$ cat src/rtl/fm_pkg.sv
// Shared types and default widths for the fetch sequencer slice.
package fm_pkg;
  localparam int unsigned PC_W    = 8;
  localparam int unsigned INSTR_W = 9;
  localparam int unsigned OFF_W   = 5;
  localparam int unsigned CNT_W   = 16;

  typedef enum logic [2:0] {
    IDLE,
    FETCH,
    EXEC,
    MEM_WAIT,
    HALT
  } state_t;
endpackage

$ cat src/rtl/pc_adder.sv
// Next-PC computation: pc + sign-extended offset when branching, else pc + 1 (wraps).
module pc_adder #(
  parameter int unsigned PC_W  = 8,
  parameter int unsigned OFF_W = 5
) (
  input  logic [PC_W-1:0]  pc,
  input  logic             branch,
  input  logic [OFF_W-1:0] offset,
  output logic [PC_W-1:0]  next_pc
);
  logic [PC_W-1:0] step;

  always_comb begin
    step = branch ? PC_W'($signed(offset)) : PC_W'(1);
    next_pc = pc + step;
  end
endmodule

$ cat src/rtl/fetch_sequencer.sv
// Instruction fetch/execute sequencer: fetches from imem, strobes execute, waits on
// data memory, advances the PC and halts at end_pc.
module fetch_sequencer #(
  parameter int unsigned PC_W    = fm_pkg::PC_W,
  parameter int unsigned INSTR_W = fm_pkg::INSTR_W,
  parameter int unsigned OFF_W   = fm_pkg::OFF_W,
  parameter int unsigned CNT_W   = fm_pkg::CNT_W
) (
  input  logic               clk,
  input  logic               reset,
  input  logic               start,
  input  logic [PC_W-1:0]    start_pc,
  input  logic [PC_W-1:0]    end_pc,
  output logic               imem_req,
  output logic [PC_W-1:0]    imem_addr,
  input  logic               imem_ack,
  input  logic [INSTR_W-1:0] imem_data,
  output logic [INSTR_W-1:0] instr,
  output logic               instr_valid,
  input  logic               is_mem,
  input  logic               mem_done,
  input  logic               branch,
  input  logic [OFF_W-1:0]   offset,
  output logic [PC_W-1:0]    pc,
  output logic               busy,
  output logic               done,
  output logic [CNT_W-1:0]   cycle_count
);
  import fm_pkg::*;

  state_t           state;
  logic             br_q;
  logic [OFF_W-1:0] off_q;
  logic             br_sel;
  logic [OFF_W-1:0] off_sel;
  logic [PC_W-1:0]  next_pc;
  logic             update;

  // EXEC uses the live branch inputs; MEM_WAIT uses the copy captured in EXEC.
  always_comb begin
    br_sel  = (state == EXEC) ? branch : br_q;
    off_sel = (state == EXEC) ? offset : off_q;
    update  = ((state == EXEC) && !is_mem) || ((state == MEM_WAIT) && mem_done);
  end

  pc_adder #(
    .PC_W (PC_W),
    .OFF_W(OFF_W)
  ) u_pc_adder (
    .pc     (pc),
    .branch (br_sel),
    .offset (off_sel),
    .next_pc(next_pc)
  );

  assign imem_addr = pc;

  always_ff @(posedge clk or posedge reset) begin
    if (reset) begin
      state       <= IDLE;
      pc          <= '0;
      instr       <= '0;
      instr_valid <= 1'b0;
      imem_req    <= 1'b0;
      busy        <= 1'b0;
      done        <= 1'b0;
      cycle_count <= '0;
      br_q        <= 1'b0;
      off_q       <= '0;
    end else begin
      instr_valid <= 1'b0;
      if (busy && (cycle_count != '1)) cycle_count <= cycle_count + 1'b1;

      unique case (state)
        IDLE, HALT: begin
          if (start) begin
            pc          <= start_pc;
            cycle_count <= '0;
            if (start_pc == end_pc) begin
              state <= HALT;
              busy  <= 1'b0;
              done  <= 1'b1;
            end else begin
              state    <= FETCH;
              imem_req <= 1'b1;
              busy     <= 1'b1;
              done     <= 1'b0;
            end
          end
        end
        FETCH: begin
          if (imem_ack) begin
            instr       <= imem_data;
            instr_valid <= 1'b1;
            imem_req    <= 1'b0;
            state       <= EXEC;
          end
        end
        EXEC: begin
          br_q  <= branch;
          off_q <= offset;
          if (is_mem) state <= MEM_WAIT;
        end
        MEM_WAIT: ;
        default: state <= IDLE;
      endcase

      if (update) begin
        pc <= next_pc;
        if (next_pc == end_pc) begin
          state <= HALT;
          busy  <= 1'b0;
          done  <= 1'b1;
        end else begin
          state    <= FETCH;
          imem_req <= 1'b1;
        end
      end
    end
  end
endmodule

$ cat config.mk
export PLATFORM = sky130hd
export DESIGN_NAME = fetch_sequencer
export DESIGN_NICKNAME = d
export VERILOG_FILES = /design/src/rtl/fm_pkg.sv /design/src/rtl/pc_adder.sv /design/src/rtl/fetch_sequencer.sv
export SDC_FILE = /design/constraint.sdc
export NUM_CORES = 1
export LEC_CHECK = 0
export BUFFER_PORTS_ARGS = -buffer_cell sky130_fd_sc_hd__buf_2
export CORE_UTILIZATION = 28
export CTS_BUF_LIST = sky130_fd_sc_hd__clkbuf_4 sky130_fd_sc_hd__clkbuf_8
export DETAILED_ROUTE_END_ITERATION = 12
export SYNTH_ARGS = -nofsm -noshare
export SYNTH_HDL_FRONTEND = slang
export SYNTH_SLANG_ARGS = --single-unit
$ cat constraint.sdc
create_clock -name clk -period 3.8 [get_ports clk]
set_clock_uncertainty 0.05 [all_clocks]
set_input_delay 0.38 -clock clk [delete_from_list [all_inputs] [get_ports clk]]
set_output_delay 0.38 -clock clk [all_outputs]
set_load 0.01 [all_outputs]
==> impl_metrics.yaml, run 1 <==
synthesis:
  ys.flop_type: "dfrtp_1"
  synthArstFlopShare_pct: 100
  synth_edf_count: 0
  avgSynthCellArea_um2: 10.4
  synth_cell_types: 49
  synth_common_cells: "dfrtp_1 (46), nor2_1 (28), xnor2_1 (24), nand2_1 (20), mux2_2 (16)"
  syn_inst: 257
  synth_nets: 303
  synth_top_area_share_pct: 43.0
  yosysSeqAreaShare_pct: 43.0
  yosys_warnings: 0
  ys_ff_latch: 46
  ys_top_cells_by_area: "dfrtp_1 (43%), xnor2_1 (7.8%), mux2_2 (6.7%)"
  synth_most_common_cell: "dfrtp_1"
  syn-cell-area_um2: 2680
  synth_area_leader_cell: "dfrtp_1"
detailed_routing:
  num_vias: 2204
  drc_errors: 0
  ant_nets: 0
  drt_wl_total_um: 6340
  vias_per_cell: 4.73
  dr.pass1.iters: 4
  drtIter0Drc: 48
  wl_per_cell_um: 13.6
setup_path:
  endpoint: "busy"
  startpoint: "state[0]"
  cp_slowest_cell: "or4_1"
  crit_chain: "nor3b_4, mux2_2, nand2b_1, ha_1, fa_1, xor2_1, or4_1, a311oi_2, nand4_1, a21boi_1"
  critPathTopFamily: "simple AND/OR/NAND/NOR gates"
  cp_data_required_time_ps: 3920
  crit_fanout: 7
  cp-start-kind: "flip-flop"
  end_kind: "flip-flop"
  worst_r2r_endpoint: "busy"
  cp_data_arrival_time_ps: 3650
  ff2ff_path_depth: 10
  rrSetupSlack_ps: 280
  critPathMaxStageDelay_ps: 520
  worst-path-stages: 10
  r2r-start: "state[0]"
  crit_buf_inv: 0
  crit_type: "reg -> reg"
global_route:
  antenna_found_initial: 0
  first_global_vias: 2109
  grt_max_degree: 47
  track_usage_pct: 13.3
  grt-ovfl-total: 0
  grt_pass1_wl_um: 10300
sta:
  hold_ws_ps: 251
  finalWorstSetupSlack_ps: 276
  finalHoldViolations: 0
  finalSetupViolCount: 0
  clock.fmax_mhz: 284
  setup_tns_ps: 0
  rsz0062_at_grt: "false"
  finalMaxSlewViolations: 0
  slew_headroom_pct: 35.1
  fin_crit_ps: 3520
  tightest_slew_ps: 972
  period_share_pct: 92.7
place:
  port_buffers: 81
  dp_hpwl_um: 4910
  dpl_worst_slack_ps: 298
  place.gp.congestion: 0.838
  dpl_cell_area_um2: 3200
  dp_cells: 458
cts:
  path_clk_slew_ps: 90
  clock-sinks: 46
  cts_setup_buffers: 0
  ctsHoldBuffers: 0
  htree_levels: 2
  worstSkewPairLatency_ps: 300
  cts_root_buf: "clkbuf_8"
  numCtsBuffers: 5
  cts-resized-gates: 0
  cts_tree: "built"
  clockBufferDepth: 2
pwr:
  powerDensity_nw_per_um2: 860
  p_clk_share_pct: 13.2
  p_sw_share_pct: 40.8
  p_comb_share_pct: 56.0
  total_leakage_power_nw: 1.58
  total_power_mw: 2.85
  pwr-share-seq_pct: 30.8
  peakVddDrop_mv: 0.282
  p_switching_mw: 1.16
  p_int_mw: 1.68
final_layout:
  stdcell_area_um2: 3310
  stdcell_count: 466
  fin_util_pct: 35.8
  regArea_um2: 1150
  areaGrowthSynthToFinish_pct: 23.5
  nets: 382
  drive_gt1_share_pct: 34.4
  diodes: 0
  nFillCells: 953
  multi_input_area_um2: 1430
floorplan:
  io_pins: 82
  rows: 35
  die_w_um: 99.8
  coreArea_um2: 9240
  dieArea_um2: 9960
  die-height_um: 99.8
  initial_core_util_pct: 29.0
status:
  status: "completed"
job:
  cap_violations: 0
worst_hold_path:
  hold_class: "in -> async"
==> layout by cell type, fill, tap and decap left out, drive strengths merged, types with 4 or more instances in the layout <==
cell / n
a21oi: 9
dfrtp: 46
and2: 6
nand2: 20
xnor2: 25
o21ai: 10
xor2: 10
clkbuf: 6
nor3: 4
nor2: 28
mux2: 16
inv: 6
buf: 85
nand4: 5
nand3: 7
mux2i: 6
ha: 8
==> cells by family (layout without fill, tap and decap cells) <==
logic type      count (synthesis)  in the layout  synth area share [%]
flops                          46             46                  43.0
compound gates                 38             38                  9.76
simple gates                   86             86                  16.1
mux                            22             22                  8.97
buf+inv                        19             99                  3.83
xor+xnor                       37             37                  13.9
fa+ha+maj                       9              9                  4.48
==> worst min path at each step <==
stage	cells past startpoint	end	slack, ps
2_1_floorplan	1	off_q[0]	420
3_3_place_gp	1	off_q[3]	430
3_5_place_dp	1	off_q[3]	430
4_1_cts	2	instr[7]	240
5_1_grt	2	instr[4]	240
6_report	2	instr[0]	250
==> power groups by stage <==
stage	Combinational [mW]	Sequential [mW]	Clock, mW
after floorplan	1.14	0.927	0
after global placement	1.59	0.881	0
after detailed placement	1.60	0.892	0
after CTS	1.61	0.881	0.391
after global routing	1.77	0.910	0.411
final	1.60	0.877	0.375
==> flip-flops by register name (all words and copies together) (netlist names) <==
signal,flops
imem_addr,8
off_q,5
state,3
instr_valid,1
instr,9
busy,1
done,1
cycle_count,16
br_q,1
imem_req,1
==> per-layer routing <==
| layer | up-vias | GRT usage, % | share of wire [%] |
|---|---|---|---|
| met2 | 76 | 22.3 | 47 |
| met1 | 1071 | 17.3 | 46 |
| li1 | 1049 | - | - |
| met5 | - | 0 | 0 |
| met3 | 8 | 2.79 | 5.1 |
| met4 | 0 | 3.96 | 1.4 |
==> layout make-up <==
cell class,instances,area share [%]
flip-flops and latches,46,34.8
multi-input cells,192,43.1
clock buffers,6,2.31
well taps,129,4.88
clock inverters,2,1.13
inverters,6,0.681
repair buffers,85,13.2
Note: power is estimated with default switching activity, not from simulation.
==> inputs of run 2 (changes only) <==
--- a/config.mk
+++ b/config.mk
@@ -5,9 +5,10 @@
 export SDC_FILE = /design/constraint.sdc
 export NUM_CORES = 1
 export LEC_CHECK = 0
+export ABC_AREA = 1
 export BUFFER_PORTS_ARGS = -buffer_cell sky130_fd_sc_hd__buf_2
 export CORE_UTILIZATION = 28
-export CTS_BUF_LIST = sky130_fd_sc_hd__clkbuf_4 sky130_fd_sc_hd__clkbuf_8
+export CTS_BUF_LIST = sky130_fd_sc_hd__clkbuf_16
 export DETAILED_ROUTE_END_ITERATION = 12
 export SYNTH_ARGS = -nofsm -noshare
 export SYNTH_HDL_FRONTEND = slang
==> constraint.sdc (replaced) <==
create_clock -name clk -period 3.2 [get_ports clk]
set_clock_uncertainty 0.05 [all_clocks]
set_input_delay 0.32 -clock clk [delete_from_list [all_inputs] [get_ports clk]]
set_output_delay 0.32 -clock clk [all_outputs]
set_load 0.01 [all_outputs]
==> run 2 against run 1 <==
  * Synthesized cell count up 52%
  * Critical path depth up 6
  * Clock power up 63%
  * Flip-flop and latch count unchanged
  * Hold slack worse by 71 ps
  * Global-route usage up 1.6 points
  * Via count up 28%
  * Die area up 12%
  * Power up 32%
  * Final area up 12%
  * Critical endpoint is now imem_req
==> impl_metrics.yaml, run 2 <==
sta:
  finalHoldViolations: 0
  fin_crit_ps: 3030
  finalSetupViolCount: 0
  setup_tns_ps: 0
  finalWorstSetupSlack_ps: 174
  tightest_slew_ps: 978
  slew_headroom_pct: 34.7
  period_share_pct: 94.6
  hold_ws_ps: 180
  clock.fmax_mhz: 330
  finalMaxSlewViolations: 0
final_layout:
  final_common_cell: "nand2_1"
  areaGrowthSynthToFinish_pct: 23.4
  drive_gt1_share_pct: 28.5
  stdcell_count: 607
  diodes: 0
  most-common-layout-cells: "nand2_1 (110), buf_2 (81), dfrtp_1 (45)"
  largest_reg_flops: 16
  nets: 516
  top_register: "cycle_count"
pwr:
  total_leakage_power_nw: 1.90
  powerDensity_nw_per_um2: 1010
  total_power_mw: 3.75
  peakVddDrop_mv: 0.409
synthesis:
  synth_nets: 436
  synth_edf_count: 0
  yosysSeqAreaShare_pct: 38.4
  ys.flop_type: "dfrtp_1"
  synth_common_cells: "nand2_1 (110), dfrtp_1 (46), inv_1 (36), nand3_1 (29), nor2_1 (29)"
  yosys.area_share.simple_pct: 34.8
  syn_inst: 390
  synthAdderAreaFrac_pct: 4.01
  yosys_warnings: 0
  synth_most_common_cell: "nand2_1"
  syn-cell-area_um2: 3000
  avgSynthCellArea_um2: 7.69
  synth_cell_types: 44
  ys_top_cells_by_area: "dfrtp_1 (38%), nand2_1 (14%), nand3_1 (4.8%)"
  ys_ff_latch: 46
  synthArstFlopShare_pct: 100
  synth-compound-area-share_pct: 9.68
  synth_mux_area_share_pct: 0
  synth_top_family_by_area: "simple AND/OR/NAND/NOR gates"
  synth_area_leader_cell: "dfrtp_1"
  synth_xor_area_share_pct: 4.67
  synth_top_area_share_pct: 38.4
setup_path:
  cp_data_required_time_ps: 3320
  cp_data_arrival_time_ps: 3150
  critPathTopFamily: "simple AND/OR/NAND/NOR gates"
  cp-start-kind: "flip-flop"
  end_kind: "flip-flop"
  critPathMaxStageDelay_ps: 410
  cp_slowest_cell: "dfrtp_1"
  crit_chain: "inv_1, nand3_4, clkinvlp_2, or2_2, inv_1, a211oi_1, ha_1, a21oi_1, nand3b_1, nand2_1, xor2_1, nand2_1, nor2_8, nand3_2, nand2_2, nand3_2"
  crit_fanout: 8
  crit_buf_inv: 3
  crit_type: "reg -> reg"
detailed_routing:
  wl_per_cell_um: 13.0
  vias_per_cell: 4.65
  ant_nets: 0
  num_vias: 2823
  drt_wl_total_um: 7870
  drc_errors: 0
  drtIter0Drc: 120
  dr.pass1.iters: 4
floorplan:
  io_pins: 82
  die_w_um: 105
  dieArea_um2: 11100
  rows: 37
  die-height_um: 105
  coreArea_um2: 10400
  initial_core_util_pct: 28.9
worst_hold_path:
  hold_class: "in -> reg"
global_route:
  antenna_found_initial: 0
  grt_pass1_wl_um: 13200
  track_usage_pct: 14.9
  first_global_vias: 2732
  grt_max_degree: 47
  grt-ovfl-total: 0
job:
  cap_violations: 0
place:
  place.gp.congestion: 0.804
  port_buffers: 81
  dp_cells: 595
  dpl_worst_slack_ps: 95.1
  dp_hpwl_um: 5950
cts:
  clockBufferDepth: 2
  worstSkewPairLatency_ps: 290
  cts_root_buf: "clkbuf_16"
  htree_levels: 2
  clock-sinks: 46
  numCtsBuffers: 5
  path_clk_slew_ps: 70
  cts_tree: "built"
status:
  status: "completed"
==> run 2: cells by family after synthesis <==
logic type,Yosys count
AOI/OAI and AO/OA,47
and+or+nand+nor,215
DFF,46
xor gates and xnor gates,16
adders and majority gates,9
buffers and inverters,57
==> run 2: layout make-up <==
type | instances | area (um2)
clock buffers | 5 | 125
clock inverters | 3 | 43.8
fillers | 1094 | 6670
inverters | 45 | 173
multi-input cells | 287 | 1610
flip-flops and latches | 46 | 1150
well taps | 136 | 170
repair buffers | 84 | 428
repair inverters | 1 | 5.00
==> run 2: timing repair <==
action / 4_1_cts / 5_1_grt
endpoints found under the setup margin: 0 / 5
resized for setup: 0 / 4
hold buffers: 0 / 0
buffers inserted: 0 / 3
==> run 2: final timing paths <==
path,slack (ps),endpoint,start,depth (start not counted)
min in group asynchronous,210,cycle_count[10],reset,2
max in group asynchronous,2230,state[1],reset,2
worst min-delay path,180,instr[1],imem_data[1],3
worst max-delay path,170,imem_req,state[2],16
worst min register to register,420,instr[0],instr[0],2
worst max register to register,170,imem_req,state[2],16
==> run 2: worst register-to-register path: stages, from the launching register on <==
cell and delay [ps]:
dfrtp_1 410, inv_1 120, nand3_4 160, clkinvlp_2 200
or2_2 310, inv_1 80, a211oi_1 60, ha_1 360
a21oi_1 240, nand3b_1 100, nand2_1 110, xor2_1 200
nand2_1 170, nor2_8 120, nand3_2 100, nand2_2 80
nand3_2 60
==> run 2: layer usage <==
metal	vias to the layer above	track usage, %	wire length [um]
met2	81	25.3	3720
li1	1426	-	-
met5	-	0	0
met3	10	3.03	345
met1	1306	19.0	3670
met4	0	4.46	134
==> run 2: per-stage QoR <==
step / area, um2 / util [%]
5_1_grt: 3700 / 35.7
3_3_place_gp: 3490 / 33.7
2_1_floorplan: 3000 / -
4_1_cts: 3660 / 35.3
3_5_place_dp: 3490 / 33.7
6_report: 3700 / 35.7
==> run 2: power breakdown <==
| group | total [mW] | internal (mW) | switching (mW) |
|---|---|---|---|
| Clock | 0.611 | 0.371 | 0.241 |
| Combinational | 2.14 | 0.810 | 1.33 |
| Sequential | 1.00 | 0.802 | 0.198 |
==> inputs of run 3 (changes only) <==
--- a/config.mk
+++ b/config.mk
@@ -7,9 +7,11 @@
 export LEC_CHECK = 0
 export ABC_AREA = 1
 export BUFFER_PORTS_ARGS = -buffer_cell sky130_fd_sc_hd__buf_2
+export CORE_MARGIN = 1.5
 export CORE_UTILIZATION = 28
 export CTS_BUF_LIST = sky130_fd_sc_hd__clkbuf_16
 export DETAILED_ROUTE_END_ITERATION = 12
+export SKIP_LAST_GASP = 1
 export SYNTH_ARGS = -nofsm -noshare
 export SYNTH_HDL_FRONTEND = slang
 export SYNTH_SLANG_ARGS = --single-unit
==> run 3 against run 2 <==
  * Combinational power increased by 2%
  * Largest power group unchanged
  * Clock power decreased by 2%
  * Fmax increased by 2.7%
  * Die area increased by 1.9%
  * Global-route usage decreased by 0.72 points
  * Critical path type unchanged
  * Setup slack improved by 79 ps
  * First-iteration DRC count decreased by 0.83%
==> impl_metrics.yaml, run 3 (same netlist as run 2, synthesis figures left out) <==
final_layout:
  top_register: "cycle_count"
  fin_util_pct: 35.7
  nets: 516
  most-common-layout-cells: "nand2_1 (110), buf_2 (81), dfrtp_1 (45)"
  areaGrowthSynthToFinish_pct: 23.6
  largest_reg_flops: 16
  diodes: 0
  stdcell_area_um2: 3710
  nFillCells: 1103
  final_common_cell: "nand2_1"
  drive_gt1_share_pct: 28.7
detailed_routing:
  num_vias: 2835
  wl_per_cell_um: 12.9
  ant_nets: 0
  dr.pass1.iters: 4
  drtIter0Drc: 119
  drt_wl_total_um: 7850
  vias_per_cell: 4.67
  drc_errors: 0
setup_path:
  endpoint: "imem_req"
  end_kind: "flip-flop"
  r2r-start: "state[2]"
  cp-start-kind: "flip-flop"
  ff2ff_path_depth: 18
  rrSetupSlack_ps: 250
  startpoint: "state[2]"
  worst_r2r_endpoint: "imem_req"
  crit_fanout: 8
  crit_type: "reg -> reg"
  cp_data_required_time_ps: 3320
  cp_data_arrival_time_ps: 3070
  cp_slowest_cell: "dfrtp_1"
  critPathMaxStageDelay_ps: 410
  crit_chain: "inv_1, nand3_4, clkinvlp_4, or2_2, inv_1, a211oi_1, ha_1, nand3_1, nand2_2, nand2_1, nand2_1, nand2_1, nand3_1, nand2_1, nor2_8, nand3_2, nand2_2, nand3_2"
  cpMostUsedCell: "nand2_1"
worst_hold_path:
  hold_class: "in -> reg"
cts:
  ctsHoldBuffers: 0
  path_clk_slew_ps: 60
  worstSkewPairLatency_ps: 280
  numCtsBuffers: 5
  clock-sinks: 46
  cts_tree: "built"
  htree_levels: 2
  clockBufferDepth: 2
  cts_root_buf: "clkbuf_16"
floorplan:
  die_w_um: 106
  io_pins: 82
  coreArea_um2: 10400
  dieArea_um2: 11300
  die-height_um: 106
  initial_core_util_pct: 28.9
  rows: 37
global_route:
  grt-ovfl-total: 0
  track_usage_pct: 14.2
  first_global_vias: 2730
  grt_max_degree: 47
  grt_pass1_wl_um: 12800
  antenna_found_initial: 0
place:
  dpl_worst_slack_ps: 135
  dpl_cell_area_um2: 3500
  place.gp.congestion: 0.821
  port_buffers: 81
  dp_hpwl_um: 6000
sta:
  finalWorstSetupSlack_ps: 253
  rsz0062_at_grt: "false"
  fin_crit_ps: 2950
  hold_ws_ps: 187
  finalMaxSlewViolations: 0
  clock.fmax_mhz: 339
  tightest_slew_ps: 977
  slew_headroom_pct: 34.7
  setup_tns_ps: 0
  finalSetupViolCount: 0
  finalHoldViolations: 0
  period_share_pct: 92.1
pwr:
  peakVddDrop_mv: 0.433
  powerDensity_nw_per_um2: 1020
  p_sw_share_pct: 46.8
  pwr-share-seq_pct: 26.4
  p_comb_share_pct: 57.7
  p_int_mw: 2.02
  total_leakage_power_nw: 1.90
  p_switching_mw: 1.77
  p_clk_share_pct: 15.8
status:
  status: "completed"
job:
  cap_violations: 0
run 3: per-stage QoR:
| stage | cells | power (mW) |
|---|---|---|
| 3_5_place_dp | 596 | 3.12 |
| 3_3_place_gp | 596 | 3.05 |
| 5_1_grt | 607 | 4.15 |
| 2_1_floorplan | 390 | 2.59 |
| 4_1_cts | 604 | 3.74 |
| 6_report | 607 | 3.79 |
run 3: how the worst min path moves through the flow:
stage,start,endpoint,depth (start not counted)
CTS,imem_data[5],instr[5],3
global route,imem_data[6],instr[6],3
floorplan,start,cycle_count[13],1
global placement,instr[8],instr[8],2
detailed placement,instr[5],instr[5],2
finish,imem_data[5],instr[5],3
run 3: area by class of cell:
type                            instances  area (um2)  area share, %
Inverter                               45         173           4.66
Timing Repair Buffer                   84         428           11.5
Tap cell                              136         170           4.59
Multi-Input combinational cell        287        1610           43.4
Clock inverter                          3        43.8           1.18
Clock buffer                            5         125           3.38
Timing Repair inverter                  1        5.00          0.135
Sequential cell                        46        1150           31.1
run 3: critical path, delay by kind of cell, from the launching register on:
kind,cells,cell delay (ps)
AOI/OAI and AO/OA,1,50
adders and majority gates,1,380
buffers and inverters,3,340
DFF,1,410
and+or+nand+nor,13,1590
run 3: repair_timing:
| action | CTS | global route |
|---|---|---|
| buffers inserted | 0 | 2 |
| setup endpoints to repair | 0 | 5 |
| resized for setup | 0 | 5 |
run 3: layer usage:
metal  vias to the layer above  wire (um)  GRT usage [%]  part of all wire [%]
li1                       1429          -              -                     -
met1                      1317       3590           18.0                    46
met2                        85       3810           25.0                    48
met3                         4        412           2.33                   5.2
met4                         0         47           3.52                  0.60
met5                         -          0              0                     0
run 3: power groups by stage:
stage	registers [mW]	clock network, mW	logic [mW]
finish	1.00	0.599	2.19
global route	1.03	0.646	2.47
CTS	1.00	0.624	2.11
detailed placement	1.01	0	2.10
global placement	1.00	0	2.05
floorplan	1.05	0	1.54
